===== src/rtl/fetch_stage.sv =====
// Fetch stage: word-addressed PC, one-cycle IF/ID capture, redirects,
// bubbles and a saturating fetch counter. Ports: clk, rst, bus (master).
package fetch_pkg;
  typedef struct packed {
    logic [31:0] instr;
    logic [31:0] pc;
    logic [31:0] pc_next;
    logic        valid;
  } if_id_t;
endpackage

module fetch_stage
  import fetch_pkg::*;
#(
  parameter logic [31:0] PC_RESET = 32'h0000_0000,
  parameter logic [31:0] NOP_WORD = 32'h0000_0000
) (
  input logic         clk,
  input logic         rst,
  fetch_stage_if.master bus
);

  logic [31:0] pc;
  logic [31:0] pc_inc;
  logic [31:0] pc_nxt;
  logic [31:0] jump_pc;
  logic        redirect;
  logic        bubble;
  logic        capture;
  if_id_t      if_id_q;
  if_id_t      if_id_d;
  logic [15:0] count_q;
  logic [15:0] count_d;

  assign pc_inc   = pc + 32'd1;
  assign jump_pc  = {pc[31:26], bus.jump_index};
  assign redirect = bus.branch_taken | bus.jump;
  assign bubble   = bus.flush | redirect;
  assign capture  = ~bubble & ~bus.stall;

  // Redirects outrank stall; branch outranks jump.
  always_comb begin
    pc_nxt = pc_inc;
    priority case (1'b1)
      bus.branch_taken: pc_nxt = bus.branch_target;
      bus.jump:         pc_nxt = jump_pc;
      bus.stall:        pc_nxt = pc;
      default:          pc_nxt = pc_inc;
    endcase
  end

  // A bubble keeps the old pc fields so decode still sees
  // where the squashed slot came from.
  always_comb begin
    if_id_d = if_id_q;
    priority case (1'b1)
      bubble: begin
        if_id_d.instr = NOP_WORD;
        if_id_d.valid = 1'b0;
      end
      bus.stall: if_id_d = if_id_q;
      default: begin
        if_id_d.instr   = bus.imem_instr;
        if_id_d.pc      = pc;
        if_id_d.pc_next = pc_inc;
        if_id_d.valid   = 1'b1;
      end
    endcase
  end

  always_comb begin
    count_d = count_q;
    if (capture && count_q != 16'hFFFF)
      count_d = count_q + 16'd1;
  end

  always_ff @(posedge clk or posedge rst) begin
    if (rst) begin
      pc              <= PC_RESET;
      if_id_q.instr   <= NOP_WORD;
      if_id_q.pc      <= 32'd0;
      if_id_q.pc_next <= 32'd0;
      if_id_q.valid   <= 1'b0;
      count_q         <= 16'd0;
    end else begin
      pc      <= pc_nxt;
      if_id_q <= if_id_d;
      count_q <= count_d;
    end
  end

  assign bus.imem_addr     = pc;
  assign bus.if_id_instr   = if_id_q.instr;
  assign bus.if_id_pc      = if_id_q.pc;
  assign bus.if_id_pc_next = if_id_q.pc_next;
  assign bus.if_id_valid   = if_id_q.valid;
  assign bus.fetch_count   = count_q;

endmodule


===== src/rtl/fetch_stage_if.sv =====
// Fetch stage bus: redirect/stall controls, instruction-memory port and
// the IF/ID bundle plus fetch counter. master = fetch stage, slave = peer.
interface fetch_stage_if;
  logic        stall;
  logic        flush;
  logic        branch_taken;
  logic [31:0] branch_target;
  logic        jump;
  logic [25:0] jump_index;
  logic [31:0] imem_instr;
  logic [31:0] imem_addr;
  logic [31:0] if_id_instr;
  logic [31:0] if_id_pc;
  logic [31:0] if_id_pc_next;
  logic        if_id_valid;
  logic [15:0] fetch_count;

  modport master (
    input  stall,
    input  flush,
    input  branch_taken,
    input  branch_target,
    input  jump,
    input  jump_index,
    input  imem_instr,
    output imem_addr,
    output if_id_instr,
    output if_id_pc,
    output if_id_pc_next,
    output if_id_valid,
    output fetch_count
  );

  modport slave (
    output stall,
    output flush,
    output branch_taken,
    output branch_target,
    output jump,
    output jump_index,
    output imem_instr,
    input  imem_addr,
    input  if_id_instr,
    input  if_id_pc,
    input  if_id_pc_next,
    input  if_id_valid,
    input  fetch_count
  );
endinterface


===== src/flat_wrapper.sv =====
// flat-port wrapper written by rule: the top's interface ports become plain ports
module fetch_stage_flat import fetch_pkg::*;
#(
  parameter logic [31:0] PC_RESET = 32'h0000_0000,
  parameter logic [31:0] NOP_WORD = 32'h0000_0000
)
  (clk, rst, bus_stall, bus_flush, bus_branch_taken, bus_branch_target, bus_jump, bus_jump_index, bus_imem_instr, bus_imem_addr, bus_if_id_instr, bus_if_id_pc, bus_if_id_pc_next, bus_if_id_valid, bus_fetch_count);
  fetch_stage_if bus_i ();
  input logic clk;
  input logic rst;
  input wire logic [$bits(bus_i.stall)-1:0] bus_stall;
  input wire logic [$bits(bus_i.flush)-1:0] bus_flush;
  input wire logic [$bits(bus_i.branch_taken)-1:0] bus_branch_taken;
  input wire logic [$bits(bus_i.branch_target)-1:0] bus_branch_target;
  input wire logic [$bits(bus_i.jump)-1:0] bus_jump;
  input wire logic [$bits(bus_i.jump_index)-1:0] bus_jump_index;
  input wire logic [$bits(bus_i.imem_instr)-1:0] bus_imem_instr;
  output wire logic [$bits(bus_i.imem_addr)-1:0] bus_imem_addr;
  output wire logic [$bits(bus_i.if_id_instr)-1:0] bus_if_id_instr;
  output wire logic [$bits(bus_i.if_id_pc)-1:0] bus_if_id_pc;
  output wire logic [$bits(bus_i.if_id_pc_next)-1:0] bus_if_id_pc_next;
  output wire logic [$bits(bus_i.if_id_valid)-1:0] bus_if_id_valid;
  output wire logic [$bits(bus_i.fetch_count)-1:0] bus_fetch_count;
  assign bus_i.stall = bus_stall;
  assign bus_i.flush = bus_flush;
  assign bus_i.branch_taken = bus_branch_taken;
  assign bus_i.branch_target = bus_branch_target;
  assign bus_i.jump = bus_jump;
  assign bus_i.jump_index = bus_jump_index;
  assign bus_i.imem_instr = bus_imem_instr;
  assign bus_imem_addr = bus_i.imem_addr;
  assign bus_if_id_instr = bus_i.if_id_instr;
  assign bus_if_id_pc = bus_i.if_id_pc;
  assign bus_if_id_pc_next = bus_i.if_id_pc_next;
  assign bus_if_id_valid = bus_i.if_id_valid;
  assign bus_fetch_count = bus_i.fetch_count;
  fetch_stage #(.PC_RESET(PC_RESET), .NOP_WORD(NOP_WORD)) u_core (.clk(clk), .rst(rst), .bus(bus_i));
endmodule

===== config.mk =====
export PLATFORM = sky130hd
export DESIGN_NAME = fetch_stage_flat
export DESIGN_NICKNAME = d
export VERILOG_FILES = /design/src/rtl/fetch_stage.sv /design/src/rtl/fetch_stage_if.sv /design/src/flat_wrapper.sv
export SDC_FILE = /design/constraint.sdc
export NUM_CORES = 1
export LEC_CHECK = 0
export ABC_AREA = 1
export BUFFER_PORTS_ARGS = -buffer_cell sky130_fd_sc_hd__buf_2
export CORE_MARGIN = 5
export CORE_UTILIZATION = 40
export DETAILED_ROUTE_END_ITERATION = 7
export HOLD_SLACK_MARGIN = 0.03
export PLACE_DENSITY_LB_ADDON = 0.12
export SETUP_SLACK_MARGIN = 0.4
export SLEW_MARGIN = 10
export SYNTH_ARGS = -nofsm -noshare
export SYNTH_HDL_FRONTEND = slang
export SYNTH_SLANG_ARGS = --single-unit

===== constraint.sdc =====
create_clock -name clk -period 4.4 [get_ports clk]
set_input_delay 0.44 -clock clk [delete_from_list [all_inputs] [get_ports clk]]
set_output_delay 0.44 -clock clk [all_outputs]
set_load 0.02 [all_outputs]

==> results of run 1 <==
[metal layers]
layer	vias to the layer above	global-route usage, %
met1	3213	32.4
met3	13	4.56
li1	3377	-
met4	0	5.45
met5	-	0
met2	216	32.7
[flip-flops by register name (all words and copies together) (netlist names)]
register                  flops
u_core.bus.if_id_instr       32
u_core.bus.if_id_pc          32
u_core.bus.if_id_pc_next     32
u_core.bus.imem_addr         32
u_core.bus.fetch_count       16
u_core.bus.if_id_valid        1
[logic make-up after synthesis]
group,Yosys count
and+or+nand+nor,551
DFF,145
AOI/OAI and AO/OA,100
buffers and inverters,88
xor gates and xnor gates,26
adders and majority gates,2
[layout make-up]
class | instances | area (um2) | share of cell area, %
Sequential cell | 145 | 3630 | 39.7
Multi-Input combinational cell | 679 | 3160 | 34.7
Timing Repair Buffer | 247 | 1270 | 13.9
Clock buffer | 19 | 433 | 4.74
Tap cell | 229 | 287 | 3.14
Inverter | 46 | 179 | 1.96
Clock inverter | 13 | 174 | 1.90
[layout by cell type, fill, tap and decap left out, drive strengths merged, types with 22 or more instances in the layout]
cell type and n:
buf 247, nand3 70, dfrtp 145, xor2 22
nand2 378, nor2 94, inv 50, o21ai 39
a21oi 31
[final timing paths]
kind / endpoint / slack (ns)
setup / recovery: u_core.bus.if_id_pc[26] / 2.01
hold / removal: u_core.bus.if_id_instr[25] / 0.21
setup reg to reg: u_core.bus.fetch_count[13] / 2.22
hold reg to reg: u_core.bus.if_id_pc[14] / 0.47
max in group asynchronous: u_core.bus.if_id_pc[9] / 3.58
min in group asynchronous: u_core.bus.fetch_count[2] / 0.25
[power by group through the flow]
stage	Sequential (W)	Clock, W	Combinational (W)
after global routing	0.00175	0.00159	0.00105
after floorplan	0.00195	0	0.000356
after global placement	0.00174	0	0.000949
final	0.00172	0.00151	0.000948
after detailed placement	0.00174	0	0.000961
after CTS	0.00172	0.00154	0.000963
[worst register-to-register path, stage by stage (launching register included)]
cell and delay [ns]:
dfrtp_1 0.46, ha_1 0.26, inv_1 0.08, nor2_2 0.16
nand3_2 0.13, nor2_2 0.14, nand2_1 0.08, nand2_1 0.31
inv_2 0.25, nand2_1 0.12, o21ai_1 0.06
[per-stage QoR]
step | instances | setup slack (ns) | hold WS, ns | power (W)
after floorplan | 912 | 2.14 | 0.550 | 0.00230
after global placement | 1346 | 1.67 | 0.451 | 0.00269
after detailed placement | 1346 | 1.57 | 0.458 | 0.00270
after CTS | 1378 | 2.00 | 0.196 | 0.00422
after global routing | 1378 | 1.80 | 0.199 | 0.00439
final | 1378 | 2.01 | 0.210 | 0.00418
==> impl_results.md, run 1 <==
- Via Count: 6819
- TritonCTS Sinks: 145
- Top routing layer used: met4
- RePlAce Congestion: 0.923
- Relative slew slack: 23.1%
- CP Class: input port to flip-flop
- Leakage: 4.84 nW
- Post-Route M1 WL: 10.8 mm
- Vias per cell: 4.95
- Max Cap Viol: 0
- Worst clock skew: 0.00971 ns
- Setup bufs post-CTS: 0
- Synth Area in Compound Gates: 8.25%
- # fillers: 1822
- WL per Instance: 16.5 um
- CTS tree: built
- Post-synth top cells: nand2_1 (373), dfrtp_1 (145), nor2_1 (76)
- Clk root buf: clkbuf_16
- Clock Power Share: 36.2%
- Cell Area, Synth: 7220 um2
- Fmax: 418 MHz
- Antenna viol nets, final: 0
- Top_reg_cell synth: dfrtp_1
- Switching part of the total: 34.2%
- Status: finished, final reports clean
- Share of synthesized registers carrying an async set or reset: 100%
- I/O pins: 241
- Mapped Cells: 912
- Startpoint types: input port
- Combinational share of power: 22.7%
- Min Tclk post-route: 2.39 ns
- WP depth: 8
- Top-area cell type share of the netlist area: 50.3%
- Critical Path Fanout Max: 49
- DRC violations left: 0
- Fin Setup TNS: 0 ns
- Synth Register Bits: 145
- Bufs and invs on worst path: 4
- Synth Area in XOR/XNOR: 3.57%
- Req. time, crit path: 4.69 ns
- Vias in the first global route: 6676
- Hold-fix buffers at CTS: 0
- Critical path capture point type: flip-flop
- Yosys warns: 0
- Final WL: 22.7 mm
- Hpwl dp: 16.4 mm
- Site Rows: 49
- Die Ht: 144 um
- Netlist cell types: 31
- Post-Synth Simple-Gate Area: 31.7%
- Post_cts resized: 0
- Internal power: 0.00275 W
- Worst path slowest cell: inv_2
- Critical path's largest stage delay: 0.48 ns
- Die area: 20800 um2
- Synth top area cells: dfrtp_1 (50%), nand2_1 (19%), nand3_1 (4.6%)
- Number of synthesized flops with an enable pin: 0
- Net Sw Power: 0.00143 W
- Sequential fraction of design power: 41.1%
- Worst skew pair latency: 0.42 ns
- Hold_sp: bus_imem_instr[25]
- Syn_area_per_cell: 7.92 um2
- Largest net degree at the start of global routing: 146
- Worst min path class: input port to flip-flop
- Area of the core: 17800 um2
- Sequential fraction of the synthesis area: 50.3%
- Mux cell area share after synthesis: 0%
- CP arrival: 2.68 ns
- RSZ-0062 raised after global routing: false
- Yosys top cell by area: dfrtp_1
- First-pass GRT wire length: 35.6 mm
- CTS H-tree depth: 4
- Met3 WL: 1.58 mm
- Crit Reg-Reg Startpoint: u_core.bus.fetch_count[0]
- Antenna diodes: 0
- Peak VDD IR: 0.271 mV
- Cell depth of the worst hold path: 3
- # setup viols final: 0
- Worst-path clk slew: 0.06 ns
- TritonCTS buffer count: 17
- DRT iter0 DRCs: 457
- Fin crit share: 54.3%
- Met2 routed WL: 10.1 mm
- Area share of fa/ha/maj cells after synthesis: 0.347%
- Net Count, Synth: 1010
- Hold Fails Final Rpt: 0
- Max clock buf depth: 2
- CP startpoint: bus_branch_taken
- Layout cell share with drive strength beyond 1: 27.3%
- Total global-route track usage: 21.8%
- Area growth syn-to-layout: 26.5%
- Grt ovf: 0
- DP Area: 8520 um2
- Worst-Margin Slew: 1.15 ns
- Largest family of logic cells by synthesized area: simple AND/OR/NAND/NOR gates
- Nets: 1234
- Die W: 144 um
- Number of buffers added on ports: 240
- Worst r2r path cells: 10
- Top delay family on crit path: buffers and inverters
- Final Cell Area: 9130 um2
- Cell Chain, Critical Path: buf_2, inv_4, nand3_2, nor2_4, inv_2, buf_4, nand2_1, o21ai_0
- Antenna violations before repair: 0
- Initial Utilization: 40.5%
- Most frequent cell after synthesis: nand2_1
- Pwr dens: 457 nW/um2
- Fin. max-slew vios: 0
- Fin util: 51.2%
- Drt pass-1 iters: 5
(Power assumes the default switching activity.)
==> run 2: changes to the inputs <==
- clock period: 4.4 -> 2.1 ns (I/O delays scaled with it)
==> run 2 against run 1 <==
- sequential cell count did not move
- sequential share of layout area down 2.6 points
- routed wire length is 3.6% higher
- largest cell class unchanged
- register-to-register slack worse by 1.7 ns
- die area stayed put
- worst setup slack got worse by 1.5 ns
- global-route usage grew 0.95 points
- clock power grew 110%
- critical endpoint is now u_core.bus.imem_addr[31]
- largest power group unchanged
==> impl_results.md, run 2 (same netlist as run 1, synthesis figures left out) <==
- Leakage: 5.11 nW
- RSZ-0062 raised after global routing: true
- TritonCTS buffer count: 17
- Worst min path class: input port to flip-flop
- Largest net degree at the start of global routing: 47
- CP startpoint: u_core.bus.imem_addr[8]
- Area of the core: 17800 um2
- Critical path capture point type: flip-flop
- CP Class: flip-flop to flip-flop
- Crit Reg-Reg Startpoint: u_core.bus.imem_addr[8]
- Fin. max-slew vios: 0
- Final std cells w/o fill: 1431
- WL per Instance: 16.5 um
- Worst skew pair latency: 0.42 ns
- Final hold slack: 0.0544 ns
- Clk root buf: clkbuf_16
- Most frequent cells in the layout: nand2_1 (372), buf_2 (240), dfrtp_1 (131)
- Critical path's largest stage delay: 0.42 ns
- RePlAce Congestion: 0.934
- R2r setup slk: 0.50 ns
- Status: finished, final reports clean
- Req. time, crit path: 2.44 ns
- Layout cell share with drive strength beyond 1: 30.1%
- Startpoint types: flip-flop
- Die Ht: 144 um
- Pwr dens: 917 nW/um2
- Fin crit share: 76.3%
- Worst path slowest cell: dfrtp_1
- Die W: 144 um
- Vias per cell: 4.94
- Number of cells after detailed placement: 1360
- Max Cap Viol: 0
- Peak VDD IR: 0.574 mV
- Fmax: 624 MHz
- CTS tree: built
- Via Count: 7068
- CTS H-tree depth: 4
- Worst r2r path cells: 8
- Initial Utilization: 40.5%
- Worst clock skew: 0.00759 ns
- Grt ovf: 0
- Site Rows: 49
- Hpwl dp: 17.1 mm
- TritonCTS Sinks: 145
- Vias in the first global route: 6854
- Nets: 1286
- Total global-route track usage: 22.8%
- First-pass GRT wire length: 37.1 mm
- Die area: 20800 um2
- End of the critical path: u_core.bus.imem_addr[31]
- Antenna violations before repair: 2
- DRT iter0 DRCs: 419
- Number of buffers added on ports: 240
- Final WL: 23.5 mm
- Reg-to-Reg End: u_core.bus.imem_addr[31]
- Antenna viol nets, final: 0
- Hold Fails Final Rpt: 0
- Critical Path Fanout Max: 5
- Cell Chain, Critical Path: nand2_1, nor2_1, nand2_1, nor2_4, nand3_1, nand2_1, nand2_1, a21oi_1
- Min Tclk post-route: 1.60 ns
- Max clock buf depth: 2
- DRC violations left: 0
- Crit path top cell by count: nand2_1
- Relative slew slack: 48.3%
- Worst-path clk slew: 0.06 ns
- Worst-Margin Slew: 0.775 ns
- Drt pass-1 iters: 6
- Final Power: 0.00899 W
- Fin Setup TNS: 0 ns
- Area growth syn-to-layout: 35.8%
- # fillers: 1710
- # setup viols final: 0
- I/O pins: 241
- CP arrival: 1.94 ns
- Commonest non-fill, non-tap cell in the layout: nand2_1
-- run 2: worst min-delay path by stage --
| stage | start | to | slack (ns) | cells after the start |
|---|---|---|---|---|
| finish | bus_jump_index[4] | u_core.bus.imem_addr[4] | 0.05 | 3 |
| global route | bus_jump_index[4] | u_core.bus.imem_addr[4] | 0.05 | 3 |
| CTS | bus_jump_index[4] | u_core.bus.imem_addr[4] | 0.04 | 3 |
| detailed placement | rst | u_core.bus.if_id_pc_next[31] | 0.34 | 2 |
| global placement | rst | u_core.bus.if_id_pc[31] | 0.34 | 2 |
| floorplan | bus_imem_instr[0] | u_core.bus.if_id_instr[0] | 0.32 | 2 |
-- run 2: where the power goes --
part,internal [W],total (W),switching [W]
registers,0.00321,0.00359,0.000376
clock network,0.00192,0.00319,0.00127
logic,0.000802,0.00222,0.00141
total,0.00594,0.00899,0.00306
-- run 2: per-layer routing --
layer,vias up,global-route usage (%),part of all wire (%)
met3,35,5.42,7.8
met4,2,7.02,2.1
li1,3484,-,-
met5,-,0,0.030
met1,3295,32.3,46
met2,252,34.7,45
-- run 2: cell type report --
cell class / instances / area, um2 / area share, %
flip-flops and latches: 145 / 3650 / 37.2
multi-input cells: 679 / 3250 / 33.2
repair buffers: 299 / 1820 / 18.5
clock buffers: 18 / 439 / 4.48
well taps: 229 / 287 / 2.92
inverters: 46 / 181 / 1.85
clock inverters: 14 / 179 / 1.82
diodes: 1 / 2.50 / 0.0255
-- run 2: stage by stage --
stage / setup slack [ns] / instance area, um2 / utilization (%)
floorplan: 0.0710 / 7220 / -
global placement: 0.308 / 8700 / 48.8
detailed placement: 0.216 / 8700 / 48.8
CTS: 0.412 / 9700 / 54.4
global route: 0.381 / 9810 / 55.0
finish: 0.499 / 9810 / 55.0
-- run 2: what timing repair did --
item | in CTS | in global routing
setup buffers | 1 | 4
pin swaps | 0 | 2
resized for setup | 11 | 25
setup endpoints to repair | 32 | 52
hold endpoints to repair | 55 | 0
hold buffers | 33 | 0
-- run 2: worst max-delay path, delay by kind of cell (launching register included) --
kind            cells  cell delay [ns]
simple gates        7             0.97
flops               1             0.42
compound gates      1             0.13
==> run 3: changes to the inputs <==
- clock period: 2.1 -> 1.6 ns (I/O delays scaled with it)
==> run 3 against run 2 <==
- clock-buffer cell count stayed put
- clock skew is 0.0014 ns higher
- largest power group unchanged
- sequential power is 30% higher
- first-iteration DRC count is 12% higher
- power is 42% higher
- critical path depth stayed put
- register-to-register slack worse by 0.47 ns
- die area stayed put
- combinational power is 83% higher
- sequential share of layout area is 6.4 points lower
- hold slack worse by 0.020 ns
- global-route usage is 2.3 points higher
==> impl_results.md, run 3 (same netlist as run 1, synthesis figures left out) <==
- R2r setup slk: 0.02 ns
- Peak VDD IR: 0.847 mV
- Area growth syn-to-layout: 64.2%
- Req. time, crit path: 1.95 ns
- Critical path capture point type: flip-flop
- Fin crit share: 98.5%
- Critical Path Fanout Max: 6
- Min Tclk post-route: 1.58 ns
- Area of the core: 17800 um2
- WL per Instance: 17.2 um
- Via Count: 7734
- I/O pins: 241
- Place WS: -0.00991 ns
- Layout cell share with drive strength beyond 1: 45.4%
- Worst clock skew: 0.00899 ns
- Relative slew slack: 69.5%
- Max clock buf depth: 2
- Status: finished, final reports clean
- Worst r2r path cells: 8
- Die W: 144 um
- Die area: 20800 um2
- Worst-Margin Slew: 0.458 ns
- TritonCTS buffer count: 17
- Final hold slack: 0.0343 ns
- Hold_sp: bus_branch_target[28]
- RSZ-0062 raised after global routing: true
- Hpwl dp: 17.6 mm
- Vias in the first global route: 7768
- Worst min path class: input port to flip-flop
- Number of cells after detailed placement: 1401
- Commonest non-fill, non-tap cell in the layout: nand2_1
- Fmax: 635 MHz
- DRT iter0 DRCs: 468
- Leakage: 6.04 nW
- Antenna violations before repair: 1
- Clk root buf: clkbuf_16
- Total global-route track usage: 25.1%
- CP Class: flip-flop to flip-flop
- Worst-path clk slew: 0.07 ns
- CP arrival: 1.92 ns
- Final std cells w/o fill: 1558
- # setup viols final: 0
- Fin worst setup slack: 0.0241 ns
- Antenna viol nets, final: 0
- Most frequent cells in the layout: nand2_1 (323), buf_2 (198), dfrtp_1 (127)
- Crit Reg-Reg Startpoint: u_core.bus.imem_addr[2]
- Site Rows: 49
- Number of buffers added on ports: 240
- CP startpoint: u_core.bus.imem_addr[2]
- CTS tree: built
- Startpoint types: flip-flop
- Cell depth of the worst hold path: 3
- # fillers: 1493
- Vias per cell: 4.96
- Max Cap Viol: 0
- Final WL: 26.9 mm
- Nets: 1412
- Worst hold endpoint: u_core.bus.imem_addr[28]
- Worst skew pair latency: 0.43 ns
- DRC violations left: 0
- RePlAce Congestion: 0.939
- Fin. max-slew vios: 0
- Reg-to-Reg End: u_core.bus.imem_addr[10]
- Initial Utilization: 40.5%
- Pwr dens: 1080 nW/um2
- CTS H-tree depth: 4
- Grt ovf: 0
- Hold Fails Final Rpt: 0
- Die Ht: 144 um
- Largest net degree at the start of global routing: 57
- TritonCTS Sinks: 145
- First-pass GRT wire length: 40.9 mm
- Drt pass-1 iters: 5
run 3: layout make-up:
type / count / area, um2 / share of cell area [%]
multi-input combinational: 679 / 3870 / 32.7
antenna: 2 / 5.00 / 0.0422
inverter: 46 / 194 / 1.64
tap: 229 / 287 / 2.42
timing repair buffer: 425 / 3260 / 27.5
sequential: 145 / 3650 / 30.8
clock inverter: 14 / 156 / 1.32
clock buffer: 18 / 429 / 3.62
run 3: metrics by stage:
| stage | power [W] | utilization, % | TNS [ns] | instance area, um2 |
|---|---|---|---|---|
| 2_1_floorplan | 0.00633 | - | -56.86 | 7220 |
| 5_1_grt | 0.0133 | 66.4 | -0.235 | 11900 |
| 3_5_place_dp | 0.00767 | 50.6 | -0.0130 | 9020 |
| 6_report | 0.0128 | 66.4 | 0 | 11900 |
| 4_1_cts | 0.0124 | 61.8 | 0 | 11000 |
| 3_3_place_gp | 0.00764 | 50.6 | 0 | 9020 |
run 3: per-layer routing:
metal	GRT usage, %	part of all wire, %
met2	40.1	49
met5	0	0
met4	7.85	2.1
met3	4.56	6.6
met1	35.0	43
run 3: how the worst max path moves through the flow:
stage                            endpoint  cells past startpoint  slack (ns)
2_1_floorplan   u_core.bus.fetch_count[0]                      1       -0.38
3_3_place_gp   u_core.bus.fetch_count[12]                     11        0.02
3_5_place_dp      u_core.bus.imem_addr[6]                      6       -0.01
4_1_cts          u_core.bus.imem_addr[10]                      8        0.10
5_1_grt         u_core.bus.fetch_count[9]                     10       -0.04
6_report         u_core.bus.imem_addr[10]                      8        0.02
run 3: repair_timing:
action | 4_1_cts | 5_1_grt
endpoints found under the hold margin | 184 | 0
pin swaps | 48 | 71
resized for setup | 185 | 161
buffers inserted | 50 | 32
hold buffers | 41 | 0
setup endpoints to repair | 113 | 124
run 3: critical path, stage by stage (launching register included):
cell     delay, ns
dfrtp_2       0.46
buf_4         0.17
nand2_4       0.06
nor2_4        0.12
nand2_4       0.11
nor2_4        0.18
xor2_2        0.19
nand2_1       0.07
a21oi_1       0.12
run 3: power by group:
part	switching (W)	internal [W]
sequential	0.000450	0.00422
combinational	0.00228	0.00179
clock	0.00170	0.00232
total	0.00442	0.00833
